<file path="src/rtl/rz_axis_pkg.sv">
// Shared helpers for AXI-Stream width converters.
// Latency: n/a (elaboration-time functions only).
// Backpressure: n/a.
package rz_axis_pkg;

  // Number of narrow beats carried by one wide word.
  function automatic int ratio_f(input int dw, input int ow);
    return dw / ow;
  endfunction

  // Bits needed for a counter spanning 0..n-1, never less than one bit.
  function automatic int width_f(input int n);
    return (n <= 2) ? 1 : $clog2(n);
  endfunction

endpackage

</file>
<file path="src/rtl/axis_width_down_if.sv">
// AXI-Stream bundle with frame sideband; one instance per stream.
// Latency: n/a (wiring only).
// Backpressure: tready flows from slave back to master.
interface axis_width_down_if #(
  parameter int W = 8
);
  logic         tvalid;
  logic         tready;
  logic [W-1:0] tdata;
  logic         tuser;
  logic         tlast;

  modport master (output tvalid, tdata, tuser, tlast, input tready);
  modport slave  (input tvalid, tdata, tuser, tlast, output tready);
endinterface

</file>
<file path="src/rtl/axis_shift_hold.sv">
// Holding shift register that serialises a wide word into OW-bit slices, LSB first.
// Latency: loaded word presents slice 0 on the next cycle.
// Backpressure: state only advances on load or consume; otherwise frozen.
module axis_shift_hold
  import rz_axis_pkg::*;
#(
  parameter int DW = 24,
  parameter int OW = 8
) (
  input  logic                                clk,
  input  logic                                reset,
  input  logic                                load,
  input  logic [DW-1:0]                       load_data,
  input  logic                                consume,
  output logic                                full,
  output logic [width_f(ratio_f(DW, OW))-1:0] beat,
  output logic                                last_beat,
  output logic [OW-1:0]                       data
);
  localparam int RATIO = ratio_f(DW, OW);
  localparam int BW = width_f(RATIO);
  localparam logic [BW-1:0] BEAT_LAST = BW'(RATIO - 1);

  logic [DW-1:0] sreg;

  // A load always wins: it only happens when the register is empty or its final slice is leaving.
  always_ff @(posedge clk) begin
    if (reset) begin
      full <= 1'b0;
      beat <= '0;
      sreg <= '0;
    end else if (load) begin
      full <= 1'b1;
      beat <= '0;
      sreg <= load_data;
    end else if (consume) begin
      if (last_beat) begin
        full <= 1'b0;
        beat <= '0;
      end else begin
        sreg <= sreg >> OW;
        beat <= beat + 1'b1;
      end
    end
  end

  assign last_beat = (beat == BEAT_LAST);
  assign data      = sreg[OW-1:0];
endmodule

</file>
<file path="src/rtl/axis_width_down.sv">
// Splits DW-bit stream words into DW/OW beats LSB first, adding tuser/tlast frame markers.
// Latency: accepted word shows its first beat one cycle later; zero-bubble under continuous flow.
// Backpressure: m_axis.tready low freezes everything; s_axis.tready low while a word is held.
module axis_width_down
  import rz_axis_pkg::*;
#(
  parameter int DW          = 24,
  parameter int OW          = 8,
  parameter int FRAME_WORDS = 640
) (
  input  logic               clk,
  input  logic               reset,
  axis_width_down_if.slave   s_axis,
  axis_width_down_if.master  m_axis,
  output logic               frame_done
);
  localparam int RATIO = ratio_f(DW, OW);
  localparam int BW = width_f(RATIO);
  localparam int WW = width_f(FRAME_WORDS);
  localparam logic [WW-1:0] WORD_LAST = WW'(FRAME_WORDS - 1);

  if (DW % OW != 0) begin : g_bad_multiple
    $fatal(1, "axis_width_down: DW must be a multiple of OW");
  end
  if (DW / OW < 2) begin : g_bad_ratio
    $fatal(1, "axis_width_down: DW/OW must be at least 2");
  end
  if (FRAME_WORDS < 1) begin : g_bad_frame
    $fatal(1, "axis_width_down: FRAME_WORDS must be at least 1");
  end

  logic          full;
  logic          last_beat;
  logic [BW-1:0] beat;
  logic          m_accept;
  logic          s_accept;
  logic [WW-1:0] word;
  logic          first_word;
  logic          last_word;
  logic          unused_sideband;

  // Input sideband has no meaning for a down-converter; frames are counted here instead.
  assign unused_sideband = s_axis.tuser ^ s_axis.tlast;

  assign m_accept      = full & m_axis.tready;
  assign s_axis.tready = ~full | (m_accept & last_beat);
  assign s_accept      = s_axis.tvalid & s_axis.tready;

  axis_shift_hold #(
    .DW(DW),
    .OW(OW)
  ) u_hold (
    .clk      (clk),
    .reset    (reset),
    .load     (s_accept),
    .load_data(s_axis.tdata),
    .consume  (m_accept),
    .full     (full),
    .beat     (beat),
    .last_beat(last_beat),
    .data     (m_axis.tdata)
  );

  assign m_axis.tvalid = full;
  assign m_axis.tuser  = full & first_word & (beat == '0);
  assign m_axis.tlast  = full & last_word & last_beat;

  // Word position within the frame is latched per word so markers stay stable while it drains.
  always_ff @(posedge clk) begin
    if (reset) begin
      word       <= '0;
      first_word <= 1'b0;
      last_word  <= 1'b0;
      frame_done <= 1'b0;
    end else begin
      frame_done <= m_accept & m_axis.tlast;
      if (s_accept) begin
        first_word <= (word == '0);
        last_word  <= (word == WORD_LAST);
        word       <= (word == WORD_LAST) ? '0 : word + 1'b1;
      end
    end
  end
endmodule

</file>
<file path="src/flat_wrapper.sv">
// flat-port wrapper written by rule: the top's interface ports become plain ports
module axis_width_down_flat import rz_axis_pkg::*;
#(
  parameter int DW          = 24,
  parameter int OW          = 8,
  parameter int FRAME_WORDS = 640
)
  (clk, reset, frame_done, s_axis_tvalid, s_axis_tdata, s_axis_tuser, s_axis_tlast, s_axis_tready, m_axis_tvalid, m_axis_tdata, m_axis_tuser, m_axis_tlast, m_axis_tready);
  axis_width_down_if #(.W(24)) s_axis_i ();
  axis_width_down_if #(.W(8)) m_axis_i ();
  input  logic clk;
  input  logic reset;
  output logic frame_done;
  input wire logic [$bits(s_axis_i.tvalid)-1:0] s_axis_tvalid;
  input wire logic [$bits(s_axis_i.tdata)-1:0] s_axis_tdata;
  input wire logic [$bits(s_axis_i.tuser)-1:0] s_axis_tuser;
  input wire logic [$bits(s_axis_i.tlast)-1:0] s_axis_tlast;
  output wire logic [$bits(s_axis_i.tready)-1:0] s_axis_tready;
  output wire logic [$bits(m_axis_i.tvalid)-1:0] m_axis_tvalid;
  output wire logic [$bits(m_axis_i.tdata)-1:0] m_axis_tdata;
  output wire logic [$bits(m_axis_i.tuser)-1:0] m_axis_tuser;
  output wire logic [$bits(m_axis_i.tlast)-1:0] m_axis_tlast;
  input wire logic [$bits(m_axis_i.tready)-1:0] m_axis_tready;
  assign s_axis_i.tvalid = s_axis_tvalid;
  assign s_axis_i.tdata = s_axis_tdata;
  assign s_axis_i.tuser = s_axis_tuser;
  assign s_axis_i.tlast = s_axis_tlast;
  assign s_axis_tready = s_axis_i.tready;
  assign m_axis_tvalid = m_axis_i.tvalid;
  assign m_axis_tdata = m_axis_i.tdata;
  assign m_axis_tuser = m_axis_i.tuser;
  assign m_axis_tlast = m_axis_i.tlast;
  assign m_axis_i.tready = m_axis_tready;
  axis_width_down #(.DW(DW), .OW(OW), .FRAME_WORDS(FRAME_WORDS)) u_core (.clk(clk), .reset(reset), .s_axis(s_axis_i), .m_axis(m_axis_i), .frame_done(frame_done));
endmodule
</file>
<file path="config.mk">
export PLATFORM = sky130hd
export DESIGN_NAME = axis_width_down_flat
export DESIGN_NICKNAME = d
export VERILOG_FILES = /design/src/rtl/rz_axis_pkg.sv /design/src/rtl/axis_width_down_if.sv /design/src/rtl/axis_shift_hold.sv /design/src/rtl/axis_width_down.sv /design/src/flat_wrapper.sv
export SDC_FILE = /design/constraint.sdc
export NUM_CORES = 1
export LEC_CHECK = 0
export ABC_AREA = 1
export CORE_MARGIN = 2
export CORE_UTILIZATION = 40
export CTS_CLUSTER_SIZE = 16
export DETAILED_ROUTE_END_ITERATION = 12
export PLACE_DENSITY = 0.68
export SLEW_MARGIN = 10
export SYNTH_ARGS = -nofsm -noshare
export SYNTH_HDL_FRONTEND = slang
export SYNTH_SLANG_ARGS = --single-unit
</file>
<file path="constraint.sdc">
create_clock -name clk -period 1.15 [get_ports clk]
set_input_delay 0.23 -clock clk [delete_from_list [all_inputs] [get_ports clk]]
set_output_delay 0.23 -clock clk [all_outputs]
set_load 0.01 [all_outputs]
</file>
# Word level (Yosys, flattened, before mapping)
# Index checks and enable logic that the tools add are counted.
[classes]
bitwise_logic = 10
add_sub_neg = 2
eq_ne = 3
muxes = 8
n_reduce_logical = 7
[op_table]
columns = ["op", "n"]
rows = [
  ["24-bit 2-to-1 mux", 3],
  ["10-bit by 1-bit adder with 10-bit output (second input constant)", 1],
  ["10-bit == test (second input constant)", 1],
  ["10-bit logical NOT", 1],
  ["10-bit 2-to-1 mux", 1],
  ["1-bit AND", 8],
  ["2-bit AND reduction", 2],
  ["2-bit nonzero test", 2],
  ["1-bit 2-to-1 mux", 3],
  ["2-bit by 1-bit adder with 2-bit output (second input constant)", 1],
  ["2-bit == test (second input constant)", 1],
  ["2-bit logical NOT", 1],
  ["2-bit 2-to-1 mux", 1],
  ["2-bit inequality test (second input constant)", 1],
  ["2-bit OR reduction", 1],
  ["1-bit NOT", 1],
  ["1-bit bitwise OR", 1],
]
[word_totals]
wordCells = 37
out_inout_bits = 13
ff_bits = 40
in_bits = 30

# Depth between registers and ports, before layout
[depth]
word_depth = 6
depth_mapped = 11
mapped_depth_nobuf = 10

# Modules after synthesis
# From an unflattened synthesis, not the netlist that was laid out.
[unflattened]
cells_unflattened = 289
area_unflattened_um2 = 2065.7
[by_module_without_submodules]
columns = ["module", "cells_each", "n_inst", "area_per_inst_um2", "seq_area_each_um2"]
rows = [
  ["axis_shift_hold", 193, 1, 1380.1, 540.5],
  ["axis_width_down", 96, 1, 685.7, 260.2],
]

# Worst setup path after synthesis
# Ideal clock, no wire load.
[synth_path]
kind = "reg2reg"
from = "reg u_core.u_hold.full"
to = "reg u_core.u_hold.sreg[10]"
required_ns = 1.041
setup_time_ns = 0.109
path_stages_with_launch = 9
period_less_slack_ns = 1.290
t_arrival_ns = 1.181
path_slack_ns = -0.140
cell_sequence = "dfxtp_1 inv_2 o21ai_4 inv_4 buf_8 nor2_2 nor2_1 nand2_1 inv_1"
[synth_between]
elab_chain_len = 6
elab_cells_between_ends = 9
[synth_lines]
columns = ["item", "line_no", "source"]
rows = [
  ["start, declared", "axis_shift_hold.sv:15", "output logic full,"],
  ["start signal, assigned", "axis_shift_hold.sv:29", "full <= 1'b0;"],
  ["start signal, assigned", "axis_shift_hold.sv:33", "full <= 1'b1;"],
  ["start signal, assigned", "axis_shift_hold.sv:38", "full <= 1'b0;"],
  ["1-bit AND", "axis_width_down.sv:45", "assign m_accept = full & m_axis.tready;"],
  ["1-bit AND", "axis_width_down.sv:46", "assign s_axis.tready = ~full | (m_accept & last_beat);"],
  ["1-bit bitwise OR", "axis_width_down.sv:46", ""],
  ["1-bit AND", "axis_width_down.sv:47", "assign s_accept = s_axis.tvalid & s_axis.tready;"],
  ["2-bit inequality test (no source line) or 2-bit nonzero test (tied branches)", "--", ""],
  ["2-bit AND reduction (no source line)", "--", ""],
  ["end signal, assigned", "axis_shift_hold.sv:35", "sreg <= load_data;"],
  ["end signal, assigned", "axis_shift_hold.sv:41", "sreg <= sreg >> OW;"],
  ["end, declared", "axis_shift_hold.sv:24", "logic [DW-1:0] sreg;"],
]
# Several ways; a longest one is shown, not always the timed one.
# A chain may end at the register's enable or synchronous reset.

# Worst setup path in the final report
[layout_path]
from = "reg u_core.u_hold.beat[0]"
to = "reg u_core.u_hold.sreg[4]"
[layout_between]
elab_chain_len = 6
elab_cells_between_ends = 8
[layout_lines]
columns = ["item", "line_no", "source"]
rows = [
  ["start, declared", "axis_shift_hold.sv:16", "output logic [width_f(ratio_f(DW, OW))-1:0] beat,"],
  ["start signal, assigned", "axis_shift_hold.sv:42", "beat <= beat + 1'b1;"],
  ["2-bit == test *", "axis_shift_hold.sv:47", "assign last_beat = (beat == BEAT_LAST);"],
  ["1-bit AND", "axis_width_down.sv:46", ""],
  ["1-bit bitwise OR", "axis_width_down.sv:46", ""],
  ["1-bit AND", "axis_width_down.sv:47", ""],
  ["2-bit inequality test (no source line) or 2-bit nonzero test (tied branches)", "--", ""],
  ["2-bit AND reduction (no source line)", "--", ""],
]
# Mark *: on every way between the ends. The rest lies on a longest branch, timed or not.

==> summary.txt <==
Place
  • Cell total after placement: 421
  • RePlAce Congestion: 0.822
  • Pre-CTS setup slack: -0.527 ns
  • Post-DP HPWL: 3260 µm
  • Port-buffer cells: 40

Yosys
  • Seq cells post-synth: 40
  • Complex-gate fraction of the synthesized area: 3.81%
  • Leading area contributor after synthesis: dfxtp_1
  • Mapped cell area: 0.00204 mm²
  • Top cell type's share of synthesized area: 39.3%
  • Post-synthesis simple-gate area fraction: 41.8%
  • Seq/Total Area, Yosys: 39.3%
  • Mux contribution to synthesized area: 0%
  • Largest family of logic cells by synthesized area: simple AND/OR/NAND/NOR gates
  • Yosys warning total: 0
  • Xor and xnor area share after synthesis: 0.430%
  • Syn_area_per_cell: 6.79 µm²
  • Largest cells by area after synthesis: dfxtp_1 39%, nand2_1 16%, nand3_1 8.8%
  • Unique cell type count in the Yosys netlist: 27
  • Syn Inst Count: 300
  • Post-Synth Adder-Cell Area: 1.23%
  • Post-Syn Nets: 332

Critical path
  • Crit-path max FO: 7
  • Required @ worst endpoint: 1.34 ns
  • CP Launch Type: flip-flop
  • Critical path's most frequent cell: nand2_1
  • Critical path arrival: 1.57 ns
  • Worst setup path class: flip-flop to flip-flop
  • Critical Path Sink Type: flip-flop
  • Crit path largest cell delay: 0.37 ns
  • R2r startpoint: u_core.u_hold.beat[0]
  • CP max-delay cell: dfxtp_4
  • Worst Setup SP: u_core.u_hold.beat[0]
  • Critical-path cell list: inv_4 > buf_6 > nand3_4 > nand2_4 > nand2_8 > inv_8 > clkbuf_16 > nand2_1 > nand3_1 > nand2_1 > inv_1

Floorplan
  • I/O Pins: 43
  • Initial Util: 42.3%
  • Die H: 75.4 µm
  • Die Width: 75.4 µm
  • Die area: 0.00568 mm²
  • Core box area: 0.00482 mm²
  • Site Rows: 25

Routing
  • Total number of vias: 2,025
  • DRC violations left: 0
  • Drt initial violations: 95
  • Post-Route WL: 5030 µm
  • Drt pass-1 iters: 4
  • Vias per inst: 4.58
  • Routed len/inst: 11.4 µm
  • Final ANT Viol Nets: 0

Min path
  • Worst hold path startpoint: s_axis_tdata[16]
  • Hold Crit Class: input pin to flip-flop

Timing
  • Fin Hold WS: 0.470 ns
  • RSZ-0062 raised after global routing: true
  • Final Setup Violations: 42
  • Actual slew at the worst max-slew pin: 0.305 ns
  • Max-slew headroom: 79.7%
  • Slew Viols, Final: 0
  • Worst Skew: 0.00587 ns
  • FMAX: 726 MHz
  • Period utilization: 120%
  • Final Hold Vio Count: 0
  • PnR worst setup slack: -0.227 ns
  • Crit path time final: 1.38 ns

CTS
  • Clk root buf: clkbuf_8
  • Worst-Skew Late Latency: 0.29 ns
  • H-tree depth: 2
  • Clk pin slew, worst setup/hold paths: 0.08 ns
  • CTS Sinks: 40
  • CTS tree: built
  • CTS buffer count: 5
  • Largest buffer count on any clock path: 2

Power and ir drop
  • LEAKAGE: 1.45 nW
  • P_sw: 0.896 mW
  • Clock network fraction of total power: 29.5%
  • Worst vdd ir: 0.000613 V
  • Register share of total power: 47.0%
  • Switching Share: 27.6%
  • Pint: 2.35 mW
  • Power per Cell Area: 1020 mW/mm²
  • Gate power share: 23.4%

Global route
  • Initial antenna violation count: 0
  • First-pass GRT wire length: 7690 µm
  • Total gr overflow: 0
  • Pin count of the biggest net entering global routing: 21
  • GRT Util Overall: 17.6%
  • Vias in the first global route: 1,823

Layout
  • Share of layout cells above drive strength 1: 34.1%
  • Cell Count, Final, Fillers Out: 442
  • Ant. Diodes: 0
  • Layout area overhead: 56.1%
  • Final #Nets: 406

Flow run
  • Maxcap violations: 0

Run status
  • Outcome: finished, violations left
  • Violated checks: setup timing
## metrics by stage
step / TNS, ns / power [mW] / util [%] / cell area (µm²)
3_5_place_dp: -15.88 / 2.18 / 55.8 / 2690
4_1_cts: -7.01 / 3.19 / 61.3 / 2950
2_1_floorplan: -0.0869 / 1.93 / - / 2070
3_3_place_gp: -15.43 / 2.17 / 55.8 / 2690
6_report: -7.11 / 3.25 / 66.0 / 3180
5_1_grt: -10.19 / 3.39 / 66.0 / 3180
## layer usage
| layer | GRT usage, % | vias to the layer above | wire [µm] | share of wire, % |
|---|---|---|---|---|
| met3 | 2.38 | 5 | 172 | 3.4 |
| met1 | 22.9 | 913 | 2330 | 46 |
| li1 | - | 1067 | - | - |
| met4 | 7.99 | 0 | 73 | 1.5 |
| met5 | 0 | - | 0 | 0 |
| met2 | 29.2 | 40 | 2460 | 49 |
## area by class of cell
type,instances,area (µm²)
clock buffers,8,90.1
fillers,422,1640
inverters,33,139
multi-input cells,209,1180
flip-flops and latches,40,815
well taps,67,83.8
repair buffers,85,871
## timing repair
| item | in CTS | in global routing |
|---|---|---|
| setup endpoints to repair | 51 | 47 |
| hold buffers | 0 | 0 |
| pin swaps | 7 | 22 |
| setup buffers | 9 | 2 |
| cloned | 1 | 2 |
| resized for setup | 55 | 58 |
## flip-flops by register name (all words and copies together) (netlist names)
name	cells
u_core.first_word	1
u_core.u_hold.full	1
u_core.last_word	1
u_core.word	10
u_core.u_hold.sreg	24
u_core.u_hold.beat	2
u_core.frame_done	1
## Yosys cell counts (all sizes together)
cell and count:
a21oi 7, buf 17, clkbuf 1, dfxtp 40, ha 2, inv 33
nand2 88, nand3 36, nand3b 1, nand4 3, nor2 58, nor3 5
o21ai 5, o22ai 1, or2 2, xnor2 1
## placed cells by master (no fill, tap or decap), types with 2 or more instances in the layout
cell / synthesis / layout
nand4_1: 3 / 3
clkdlybuf4s15_1: 0 / 7
nand3_1: 36 / 29
nand3_2: 0 / 5
nand2_1: 85 / 62
o21ai_1: 0 / 2
nor2_1: 43 / 37
buf_6: 4 / 16
a21oi_1: 7 / 6
buf_2: 3 / 2
buf_12: 0 / 4
dlygate4sd2_1: 0 / 2
dfxtp_2: 0 / 2
inv_4: 1 / 3
clkdlybuf4s50_1: 0 / 26
nor3_1: 4 / 3
nor2_4: 1 / 5
nand2_2: 2 / 18
nand3_4: 0 / 2
clkbuf_1: 1 / 2
nor2_2: 14 / 16
inv_1: 30 / 29
clkbuf_8: 0 / 6
nand2_4: 1 / 7
dfxtp_1: 40 / 35
buf_4: 9 / 24
dfxtp_4: 0 / 3
## worst paths after layout
check / slack (ns) / cells past startpoint / end
max: -0.23 / 11 / u_core.u_hold.sreg[4]
min: 0.47 / 3 / u_core.u_hold.sreg[16]
max reg2reg: -0.23 / 11 / u_core.u_hold.sreg[4]
min reg2reg: 0.47 / 2 / u_core.u_hold.sreg[20]
## cells by family after synthesis
family | Yosys count
compound gates | 13
flops | 40
buf+inv | 51
simple gates | 193
xor+xnor | 1
fa+ha+maj | 2
## power groups by stage
stage | combinational (mW) | sequential [mW] | clock [mW]
floorplan | 0.385 | 1.55 | 0
global route | 0.833 | 1.53 | 1.02
global placement | 0.626 | 1.55 | 0
CTS | 0.683 | 1.52 | 0.993
detailed placement | 0.632 | 1.55 | 0
finish | 0.762 | 1.53 | 0.960
## critical path: cells and delay by family (launching register included)
family	cells	cell delay, ns
flops	1	0.37
buf+inv	5	0.41
simple gates	6	0.51
Note: power is estimated with default switching activity, not from simulation.
